==> src/rtl/cgr_pkg.sv <==
// Shared definitions for the CGR count-memory read-back path: symbol encoding,
// scan FSM states and default geometry.
package cgr_pkg;

    localparam int unsigned DefaultK    = 3;
    localparam int unsigned DefaultCntW = 16;

    // Symbol encoding {x bit, y bit}, identical to the write side.
    localparam logic [1:0] SymA = 2'b00;
    localparam logic [1:0] SymC = 2'b01;
    localparam logic [1:0] SymG = 2'b10;
    localparam logic [1:0] SymT = 2'b11;

    typedef enum logic [2:0] {
        StIdle,
        StRead,
        StWait,
        StOut,
        StDone
    } scan_state_e;

endpackage

==> src/rtl/cgr_scan_if.sv <==
// Memory read port plus record stream of the CGR scan engine.
interface cgr_scan_if
    import cgr_pkg::*;
#(
    parameter int unsigned K     = DefaultK,
    parameter int unsigned CNT_W = DefaultCntW
);
    logic               mem_ren;
    logic [2*K-1:0]     mem_addr;
    logic [CNT_W-1:0]   mem_rdata;
    logic               out_valid;
    logic               out_ready;
    logic [2*K-1:0]     out_kmer;
    logic [CNT_W-1:0]   out_count;

    modport master (
        output mem_ren, mem_addr, out_valid, out_kmer, out_count,
        input  mem_rdata, out_ready
    );

    modport slave (
        input  mem_ren, mem_addr, out_valid, out_kmer, out_count,
        output mem_rdata, out_ready
    );

endinterface

==> src/rtl/cgr_addr_decode.sv <==
// Maps a CGR address {x, y} back to its k-mer; bit i of each axis forms symbol i,
// with symbol 0 (oldest) placed in the MSBs.
module cgr_addr_decode
    import cgr_pkg::*;
#(
    parameter int unsigned K = DefaultK
) (
    input  logic [2*K-1:0] addr,
    output logic [2*K-1:0] kmer
);

    always_comb begin
        kmer = '0;
        for (int unsigned i = 0; i < K; i++) begin
            kmer[2*(K-1-i) +: 2] = {addr[K+i], addr[i]};
        end
    end

endmodule

==> src/rtl/cgr_scan.sv <==
// Sweeps every CGR address in ascending order, reads its count and streams
// {k-mer, count} records over a valid/ready interface.
module cgr_scan
    import cgr_pkg::*;
#(
    parameter int unsigned K         = DefaultK,
    parameter int unsigned CNT_W     = DefaultCntW,
    parameter bit          SKIP_ZERO = 1'b1
) (
    input  logic           CLK,
    input  logic           RST_N,
    input  logic           start,
    cgr_scan_if.master     bus,
    output logic           busy,
    output logic           done,
    output logic [2*K:0]   nz_total
);

    localparam int unsigned AW       = 2 * K;
    localparam logic [AW-1:0] LastAddr = '1;
    localparam logic [AW-1:0] AddrOne  = 1;
    localparam logic [AW:0]   NzOne    = 1;
    localparam logic [AW:0]   NzMax    = {1'b1, {AW{1'b0}}};

    scan_state_e      state_q, state_d;
    logic [AW-1:0]    addr_q, addr_d;
    logic [CNT_W-1:0] cnt_q, cnt_d;
    logic [AW:0]      nz_q, nz_d;
    logic [AW-1:0]    kmer;

    cgr_addr_decode #(
        .K (K)
    ) u_decode (
        .addr (addr_q),
        .kmer (kmer)
    );

    always_ff @(posedge CLK or negedge RST_N) begin
        if (!RST_N) begin
            state_q <= StIdle;
            addr_q  <= '0;
            cnt_q   <= '0;
            nz_q    <= '0;
        end else begin
            state_q <= state_d;
            addr_q  <= addr_d;
            cnt_q   <= cnt_d;
            nz_q    <= nz_d;
        end
    end

    always_comb begin
        state_d       = state_q;
        addr_d        = addr_q;
        cnt_d         = cnt_q;
        nz_d          = nz_q;
        bus.mem_ren   = 1'b0;
        bus.out_valid = 1'b0;
        busy          = 1'b1;
        done          = 1'b0;

        unique case (state_q)
            StIdle: begin
                busy = 1'b0;
                if (start) begin
                    state_d = StRead;
                    addr_d  = '0;
                    nz_d    = '0;
                end
            end
            StRead: begin
                bus.mem_ren = 1'b1;
                state_d     = StWait;
            end
            StWait: begin
                cnt_d = bus.mem_rdata;
                if (SKIP_ZERO && (bus.mem_rdata == '0)) begin
                    // Terminal compare before increment: the counter never wraps.
                    if (addr_q == LastAddr) begin
                        state_d = StDone;
                    end else begin
                        addr_d  = addr_q + AddrOne;
                        state_d = StRead;
                    end
                end else begin
                    state_d = StOut;
                end
            end
            StOut: begin
                bus.out_valid = 1'b1;
                if (bus.out_ready) begin
                    if (nz_q != NzMax) begin
                        nz_d = nz_q + NzOne;
                    end
                    if (addr_q == LastAddr) begin
                        state_d = StDone;
                    end else begin
                        addr_d  = addr_q + AddrOne;
                        state_d = StRead;
                    end
                end
            end
            StDone: begin
                done    = 1'b1;
                state_d = StIdle;
            end
            default: begin
                state_d = StIdle;
            end
        endcase
    end

    assign bus.mem_addr  = addr_q;
    assign bus.out_kmer  = kmer;
    assign bus.out_count = cnt_q;
    assign nz_total      = nz_q;

endmodule

==> src/flat_wrapper.sv <==
// flat-port wrapper written by rule: the top's interface ports become plain ports
module cgr_scan_flat import cgr_pkg::*;
#(
    parameter int unsigned K         = DefaultK,
    parameter int unsigned CNT_W     = DefaultCntW,
    parameter bit          SKIP_ZERO = 1'b1
)
  (CLK, RST_N, start, busy, done, nz_total, bus_mem_ren, bus_mem_addr, bus_out_valid, bus_out_kmer, bus_out_count, bus_mem_rdata, bus_out_ready);
  cgr_scan_if #(.K(K), .CNT_W(CNT_W)) bus_i ();
  input  logic CLK;
  input  logic RST_N;
  input  logic start;
  output logic busy;
  output logic done;
  output logic [2*K:0] nz_total;
  output wire logic [$bits(bus_i.mem_ren)-1:0] bus_mem_ren;
  output wire logic [$bits(bus_i.mem_addr)-1:0] bus_mem_addr;
  output wire logic [$bits(bus_i.out_valid)-1:0] bus_out_valid;
  output wire logic [$bits(bus_i.out_kmer)-1:0] bus_out_kmer;
  output wire logic [$bits(bus_i.out_count)-1:0] bus_out_count;
  input wire logic [$bits(bus_i.mem_rdata)-1:0] bus_mem_rdata;
  input wire logic [$bits(bus_i.out_ready)-1:0] bus_out_ready;
  assign bus_mem_ren = bus_i.mem_ren;
  assign bus_mem_addr = bus_i.mem_addr;
  assign bus_out_valid = bus_i.out_valid;
  assign bus_out_kmer = bus_i.out_kmer;
  assign bus_out_count = bus_i.out_count;
  assign bus_i.mem_rdata = bus_mem_rdata;
  assign bus_i.out_ready = bus_out_ready;
  cgr_scan #(.K(K), .CNT_W(CNT_W), .SKIP_ZERO(SKIP_ZERO)) u_core (.CLK(CLK), .RST_N(RST_N), .start(start), .bus(bus_i), .busy(busy), .done(done), .nz_total(nz_total));
endmodule
==> config.mk <==
export PLATFORM = sky130hd
export DESIGN_NAME = cgr_scan_flat
export DESIGN_NICKNAME = d
export VERILOG_FILES = /design/src/rtl/cgr_pkg.sv /design/src/rtl/cgr_scan_if.sv /design/src/rtl/cgr_addr_decode.sv /design/src/rtl/cgr_scan.sv /design/src/flat_wrapper.sv
export SDC_FILE = /design/constraint.sdc
export NUM_CORES = 1
export LEC_CHECK = 0
export ABC_AREA = 1
export CORE_MARGIN = 3
export CORE_UTILIZATION = 39
export DETAILED_ROUTE_END_ITERATION = 8
export HOLD_SLACK_MARGIN = 0.03
export PLACE_DENSITY = 0.78
export SYNTH_ARGS = -nofsm -noshare
export SYNTH_HDL_FRONTEND = slang
export SYNTH_HIERARCHICAL = 1
export SYNTH_SLANG_ARGS = --single-unit
==> constraint.sdc <==
create_clock -name CLK -period 2.5 [get_ports CLK]
set_input_delay 0.75 -clock CLK [delete_from_list [all_inputs] [get_ports CLK]]
set_output_delay 0.75 -clock CLK [all_outputs]
set_load 0.02 [all_outputs]
==> summary.md, run 1 <==
| Metric | Value |
|---|---|
| Maximum number of pins on one net before global-route repair | `33` |
| Worst slew pin tran | `0.458 ns` |
| Clk_lat worst skew | `0.28 ns` |
| Grt total ovfl | `0` |
| Total iterations of the first detailed-routing run | `4` |
| Clock sink total | `32` |
| Num CTS Buffers | `5` |
| Pwr Density | `1100 nW/um2` |
| Synthesized area per cell | `7.76 um2` |
| Starting Density | `0.417` |
| Crit path time final | `2.40 ns` |
| Initial antenna violation count | `0` |
| Remaining DRCs | `0` |
| Fillers | `409` |
| Count leader, synth | `nand2_1` |
| Post-synth EDFFs | `0` |
| CTS tree | `built` |
| Total number of vias | `1,557` |
| Syn_nets | `244` |
| Crit path DAT | `1.65 ns` |
| FP Rows | `23` |
| Antenna cells | `0` |
| Clock slew at reported path FFs | `0.06 ns` |
| Area delta synth->final | `38.5%` |
| Post-CTS Setup Bufs | `0` |
| Yosys warning count | `6` |
| Vias in the first global route | `1,467` |
| Netlist cell types | `27` |
| First-pass GRT wire length | `6.80 mm` |
| Layout cell share with drive strength beyond 1 | `0.0722` |
| Htree depth | `2` |
| Clk buf depth | `2` |
| # IOs | `59` |
| Setup violators final | `0` |
| Top_reg_cell synth | `dfrtp_1` |
| Detail Route Antenna Nets | `0` |
| Slew Limit Fails | `0` |
| Crit-path max cell delay | `0.63 ns` |
| Post-Place Setup Slack | `0.263 ns` |
| Max VDD drop | `367 uV` |
| Register area share after synthesis | `0.467` |
| Drt wl/cell | `11.7 um` |
| Setup Crit Path Kind | `reg -> out` |
| DP Wirelength | `2.85 mm` |
| Leakage | `0.00113 uW` |
| Unrepaired setup endpoints after global routing | `no` |
| Via/cell ratio | `4.76` |
| Period utilization | `0.960` |
| DP Area | `2290 um2` |
| Asr flop ratio synth | `1.00` |
| Fin Setup TNS | `0 ns` |
| Clk_skew | `0.00385 ns` |
| Core ar. | `4120 um2` |
| GP Congestion | `0.741` |
| Critical Path, Cell by Cell | `nand2_2, nor2_8, clkdlybuf4s50_1` |
| Area leader, netlist | `dfrtp_1` |
| Critical-path maximum fanout | `8` |
| Die Ht | `72.3 um` |
| Synth area leaders | `dfrtp_1, nand2_1, nor2_1` |
| Synthesized cell area | `1710 um2` |
| Die Width | `72.3 um` |
| Final WS setup | `0.0995 ns` |
| #FFs+latches synth | `32` |
| CP Capture Type | `output port` |
| CTS Hold Bufs | `0` |
| Clock root buffer master | `clkbuf_8` |
| 1st-iter DRT viols | `123` |
| Fmax | `417 MHz` |
| Data required time of the worst path | `1.75 ns` |
| WL final | `3.84 mm` |
| GRT Resource Usage Total | `0.167` |
| Hold Crit Class | `reg -> reg` |
| Final nets | `300` |
| Synth cell count leaders | `nand2_1, dfrtp_1, nor2_1` |
| Final instance area | `2370 um2` |
| Status | `complete, no violations` |
| DIE AREA | `5230 um2` |
| Slew headroom | `0.694` |
| I/O Buffers | `58` |
| CP startpoint kind | `register` |
| Max capacitance violation total | `0` |
| Final hold violation count | `0` |
| Cells after Synth | `221` |
| Yosys top cell area share | `0.467` |
| Slowest-stage cell, CP | `clkdlybuf4s50_1` |
[layer usage]
layer | vias to the layer above | track usage | share of wire | wire length (um)
li1 | 794 | - | - | -
met1 | 707 | 0.222 | 0.45 | 1710
met2 | 50 | 0.262 | 0.48 | 1840
met3 | 6 | 0.0457 | 0.063 | 242
met4 | 0 | 0.0564 | 0.011 | 42
met5 | - | 0 | 0 | 0
[layout by cell type, fill, tap and decap left out, types with 2 or more instances in the layout]
cell type / n
a21oi_1: 2
clkbuf_8: 5
clkdlybuf4s50_1: 57
dfrtp_1: 32
ha_1: 3
inv_1: 14
inv_2: 4
nand2_1: 83
nand2_2: 3
nand2_4: 2
nand3_1: 17
nand3b_1: 3
nor2_1: 23
nor3_1: 2
o21ai_1: 10
xnor2_1: 2
xor2_1: 3
[sequential cells by signal, summed over array words and instances (netlist names)]
name                  count
u_core/bus.out_count     16
u_core/nz_total           7
u_core/bus.mem_addr       6
u_core/state_q            3
[power by group]
| part | internal [uW] | leakage, uW | switching [uW] |
|---|---|---|---|
| Clock | 189 | 0.0000410 | 179 |
| Combinational | 583 | 0.000682 | 828 |
| Sequential | 698 | 0.000412 | 144 |
| Total | 1470 | 0.00113 | 1150 |
[cell families after synthesis]
group | synth area share
buffers and inverters | 0.0803
xor gates and xnor gates | 0.0256
AOI/OAI and AO/OA | 0.0518
DFF | 0.467
and+or+nand+nor | 0.353
adders and majority gates | 0.0219
[final timing paths]
kind | slack, ns | end | cells past startpoint | start
worst max-delay path | 0.1 | bus_out_valid | 3 | u_core/state_q[1]$_DFFE_PN0P_
worst min-delay path | 0.47 | u_core/bus.out_count[13]$_DFFE_PN0P_ | 2 | u_core/bus.out_count[13]$_DFFE_PN0P_
worst max register to register | 0.74 | u_core/bus.mem_addr[2]$_DFFE_PN0P_ | 7 | u_core/state_q[2]$_DFFE_PN0P_
worst min register to register | 0.47 | u_core/bus.out_count[13]$_DFFE_PN0P_ | 2 | u_core/bus.out_count[13]$_DFFE_PN0P_
max in group asynchronous | 1.33 | u_core/bus.out_count[12]$_DFFE_PN0P_ | 2 | RST_N
min in group asynchronous | 0.87 | u_core/nz_total[6]$_DFFE_PN0P_ | 2 | RST_N
[area by class of cell]
| cell class | count | area, um2 | share of cell area |
|---|---|---|---|
| clock inverter | 1 | 5.00 | 0.00211 |
| inverter | 18 | 67.6 | 0.0285 |
| multi-input combinational | 161 | 776 | 0.327 |
| timing repair buffer | 59 | 591 | 0.249 |
| sequential | 32 | 801 | 0.337 |
| tap | 50 | 62.6 | 0.0263 |
| clock buffer | 6 | 72.6 | 0.0306 |
[through the flow]
stage	instances	total power [uW]	hold WS, ns	util
5_1_grt	327	2830	0.492	0.577
2_1_floorplan	221	1750	0.454	-
3_5_place_dp	320	2280	0.461	0.558
6_report	327	2620	0.473	0.577
3_3_place_gp	320	2250	0.454	0.558
4_1_cts	327	2660	0.475	0.576
[worst max-delay path: cells and delay by family, from the launching register on]
family / cells / cell delay [ns]
AND/OR/NAND/NOR: 2 / 0.29
buffers and inverters: 1 / 0.63
flip-flops: 1 / 0.44
[what timing repair did]
| item | CTS | global route |
|---|---|---|
| endpoints found under the setup margin | 0 | 1 |
| endpoints found under the hold margin | 0 | 0 |
| gates resized for setup | 0 | 1 |
(Power assumes the default switching activity.)
==> inputs of run 2 (changes only) <==
PLACE_DENSITY = 0.77   (was 0.78)
SYNTH_HIERARCHICAL = not set   (was 1)
==> run 2 against run 1 <==
Net effect:
- maximum frequency down 1.8%
- setup slack got worse by 0.045 ns
- critical path type unchanged
- first-iteration DRC count is 55% lower
- die area up 6.9%
- synthesized cell count rose by 12%
- utilization fell by 0.95 points
- power grew 8.0%
- sequential power is 5.8% higher
- synthesized area increased by 7.5%
- hold slack got worse by 0.0038 ns
- via count rose by 6.8%
- combinational power rose by 12%
==> summary.md, run 2 <==
| Metric | Value |
|---|---|
| Most frequent cells in the layout | `nand2_1, clkdlybuf4s50_1, dfrtp_1 (unchanged)` |
| Initial antenna violation count | `0 (unchanged)` |
| Slew headroom | `0.721 (was 0.694)` |
| Remaining DRCs | `0 (unchanged)` |
| Htree depth | `2 (unchanged)` |
| Slew Limit Fails | `0 (unchanged)` |
| Fin Setup TNS | `0 ns (unchanged)` |
| Max VDD drop | `636 uV (was 367 uV)` |
| Total iterations of the first detailed-routing run | `4 (unchanged)` |
| Global Route met2 Usage | `0.259 (was 0.262)` |
| Fillers | `431 (was 409)` |
| Final hold violation count | `0 (unchanged)` |
| DIE AREA | `5590 um2 (was 5230 um2)` |
| Hold Worst Slack | `0.469 ns (was 0.473 ns)` |
| Hold Crit Class | `reg -> reg (unchanged)` |
| Post-synth EDFFs | `0 (unchanged)` |
| Die Width | `74.7 um (was 72.3 um)` |
| Grt met3 use | `0.0521 (was 0.0457)` |
| CTS Hold Bufs | `0 (unchanged)` |
| Leakage | `0.00126 uW (was 0.00113 uW)` |
| Clock root buffer master | `clkbuf_8 (unchanged)` |
| 1st-iter DRT viols | `55 (was 123)` |
| Core ar. | `4440 um2 (was 4120 um2)` |
| GRT busiest layer | `met2 (unchanged)` |
| Crit path DAT | `1.70 ns (was 1.65 ns)` |
| Synth area leaders | `dfrtp_1, nand2_1, nor2_1 (unchanged)` |
| Synthesized area per cell | `7.46 um2 (was 7.76 um2)` |
| Final nets | `328 (was 300)` |
| GP Congestion | `0.864 (was 0.741)` |
| Data required time of the worst path | `1.75 ns (about the same)` |
| Fmax | `409 MHz (was 417 MHz)` |
| Clock sink total | `32 (unchanged)` |
| Critical-path maximum fanout | `6 (was 8)` |
| Grt total ovfl | `0 (unchanged)` |
| Yosys warning count | `0 (was 6)` |
| Max reg flops | `16 (unchanged)` |
| Detail Route Antenna Nets | `0 (unchanged)` |
| Worst slew pin tran | `0.417 ns (was 0.458 ns)` |
| Number of cells upsized or downsized after cts | `0 (unchanged)` |
| Asr flop ratio synth | `1.00 (unchanged)` |
| Count leader, synth | `nand2_1 (unchanged)` |
| Total number of vias | `1,663 (was 1,557)` |
| Num CTS Buffers | `5 (unchanged)` |
| Post-CTS Setup Bufs | `0 (unchanged)` |
| Netlist cell types | `26 (was 27)` |
| Period utilization | `0.978 (was 0.960)` |
| First-pass GRT wire length | `6.69 mm (was 6.80 mm)` |
| Layout cell share with drive strength beyond 1 | `0.0951 (was 0.0722)` |
| Crit path time final | `2.45 ns (was 2.40 ns)` |
| I/O Buffers | `58 (unchanged)` |
| Starting Density | `0.415 (was 0.417)` |
| Max capacitance violation total | `0 (unchanged)` |
| CP Capture Type | `output port (unchanged)` |
| Clk buf depth | `2 (unchanged)` |
| Die Ht | `74.7 um (was 72.3 um)` |
| WL final | `3.99 mm (was 3.84 mm)` |
| Via/cell ratio | `4.66 (was 4.76)` |
| FP Rows | `24 (was 23)` |
| Setup Crit Path Kind | `reg -> out (unchanged)` |
| GRT Resource Usage Total | `0.155 (was 0.167)` |
| # IOs | `59 (unchanged)` |
| Cells after Synth | `247 (was 221)` |
| Area leader, netlist | `dfrtp_1 (unchanged)` |
| Synthesized cell area | `1840 um2 (was 1710 um2)` |
| Synth cell count leaders | `nand2_1, dfrtp_1, nor2_1 (unchanged)` |
| Clk_skew | `0.00420 ns (was 0.00385 ns)` |
| Area delta synth->final | `36.9% (was 38.5%)` |
| Register area share after synthesis | `0.434 (was 0.467)` |
| Vias in the first global route | `1,551 (was 1,467)` |
| Syn_nets | `270 (was 244)` |
| Yosys top cell area share | `0.434 (was 0.467)` |
| Clock slew at reported path FFs | `0.06 ns (about the same)` |
| Clk_lat worst skew | `0.27 ns (was 0.28 ns)` |
| Post-Place Setup Slack | `0.312 ns (was 0.263 ns)` |
| Status | `complete, no violations (unchanged)` |
| Antenna cells | `0 (unchanged)` |
| Final WS setup | `0.0545 ns (was 0.0995 ns)` |
| CP startpoint kind | `register (unchanged)` |
| #FFs+latches synth | `32 (unchanged)` |
| Maximum number of pins on one net before global-route repair | `33 (unchanged)` |
| Setup violators final | `0 (unchanged)` |
| CTS tree | `built (unchanged)` |
| Met1 Usage GRT | `0.189 (was 0.222)` |
| DP Wirelength | `3.09 mm (was 2.85 mm)` |
| Top_reg_cell synth | `dfrtp_1 (unchanged)` |
| Drt wl/cell | `11.2 um (was 11.7 um)` |
| R2R setup slack | `0.90 ns (was 0.74 ns)` |
| Commonest non-fill, non-tap cell in the layout | `nand2_1 (unchanged)` |
| Pwr Density | `1120 nW/um2 (was 1100 nW/um2)` |
| Unrepaired setup endpoints after global routing | `no (unchanged)` |
-- run 2: cell types whose count changed in the layout (fill, tap and decap cells not counted), moves of 2 or more --
| cell | change |
|---|---|
| inv_1 | +4 |
| nand2_4 | +2 |
| nor2_1 | +4 |
| nor2_4 | +4 |
| o21ai_1 | -10 |
| nand3b_1 | -2 |
| nand2_1 | +23 |
-- run 2: per-layer routing --
layer  wire, um  share of wire  up-vias
met1       1780           0.45      755
li1           -              -      867
met4         57          0.014        0
met5          0              0        -
met2       1910           0.48       37
met3        242          0.061        4
-- run 2: path summary, 6_finish.rpt --
path,startpoint,end,cells after the start
min reg2reg,u_core.bus.out_count[8]$_DFFE_PN0P_,u_core.bus.out_count[8]$_DFFE_PN0P_,2
min,u_core.bus.out_count[8]$_DFFE_PN0P_,u_core.bus.out_count[8]$_DFFE_PN0P_,2
min in group asynchronous,RST_N,u_core.nz_total[6]$_DFFE_PN0P_,2
max in group asynchronous,RST_N,u_core.state_q[2]$_DFFE_PN0P_,2
max reg2reg,u_core.state_q[2]$_DFFE_PN0P_,u_core.bus.mem_addr[2]$_DFFE_PN0P_,7
max,u_core.state_q[0]$_DFFE_PN0P_,bus_out_valid,3
-- run 2: metrics by stage --
stage / utilization / power [uW] / instances / instance area, um2
2_1_floorplan: - / 1900 / 247 / 1840
3_3_place_gp: 0.549 / 2480 / 350 / 2440
3_5_place_dp: 0.549 / 2500 / 350 / 2440
4_1_cts: 0.566 / 2880 / 357 / 2520
5_1_grt: 0.568 / 3060 / 357 / 2520
6_report: 0.568 / 2830 / 357 / 2520
-- run 2: where the power goes --
group | internal [uW] | total [uW] | switching (uW)
clock | 189 | 360 | 171
combinational | 662 | 1580 | 918
sequential | 710 | 891 | 181
total | 1560 | 2830 | 1270
-- run 2: cell families (layout without fill, tap and decap cells) --
kind of cell / count (synthesis) / after routing / synth area share
buf+inv: 30 / 88 / 0.0774
flops: 32 / 32 / 0.434
fa+ha+maj: 3 / 3 / 0.0204
compound gates: 3 / 3 / 0.0109
xor+xnor: 5 / 5 / 0.0238
simple gates: 174 / 174 / 0.433
-- run 2: critical path: stages, from the launching register on --
cell	delay, ns
dfrtp_1	0.49
nand2_2	0.13
nor2_8	0.16
clkdlybuf4s50_1	0.63
-- run 2: final cells by class --
type,instances,area [um2],share of cell area
clock buffer,6,72.6,0.0288
timing repair buffer,59,593,0.235
sequential,32,802,0.318
multi-input combinational,185,900,0.357
tap,52,65.1,0.0258
clock inverter,1,5.00,0.00198
inverter,22,85.1,0.0337
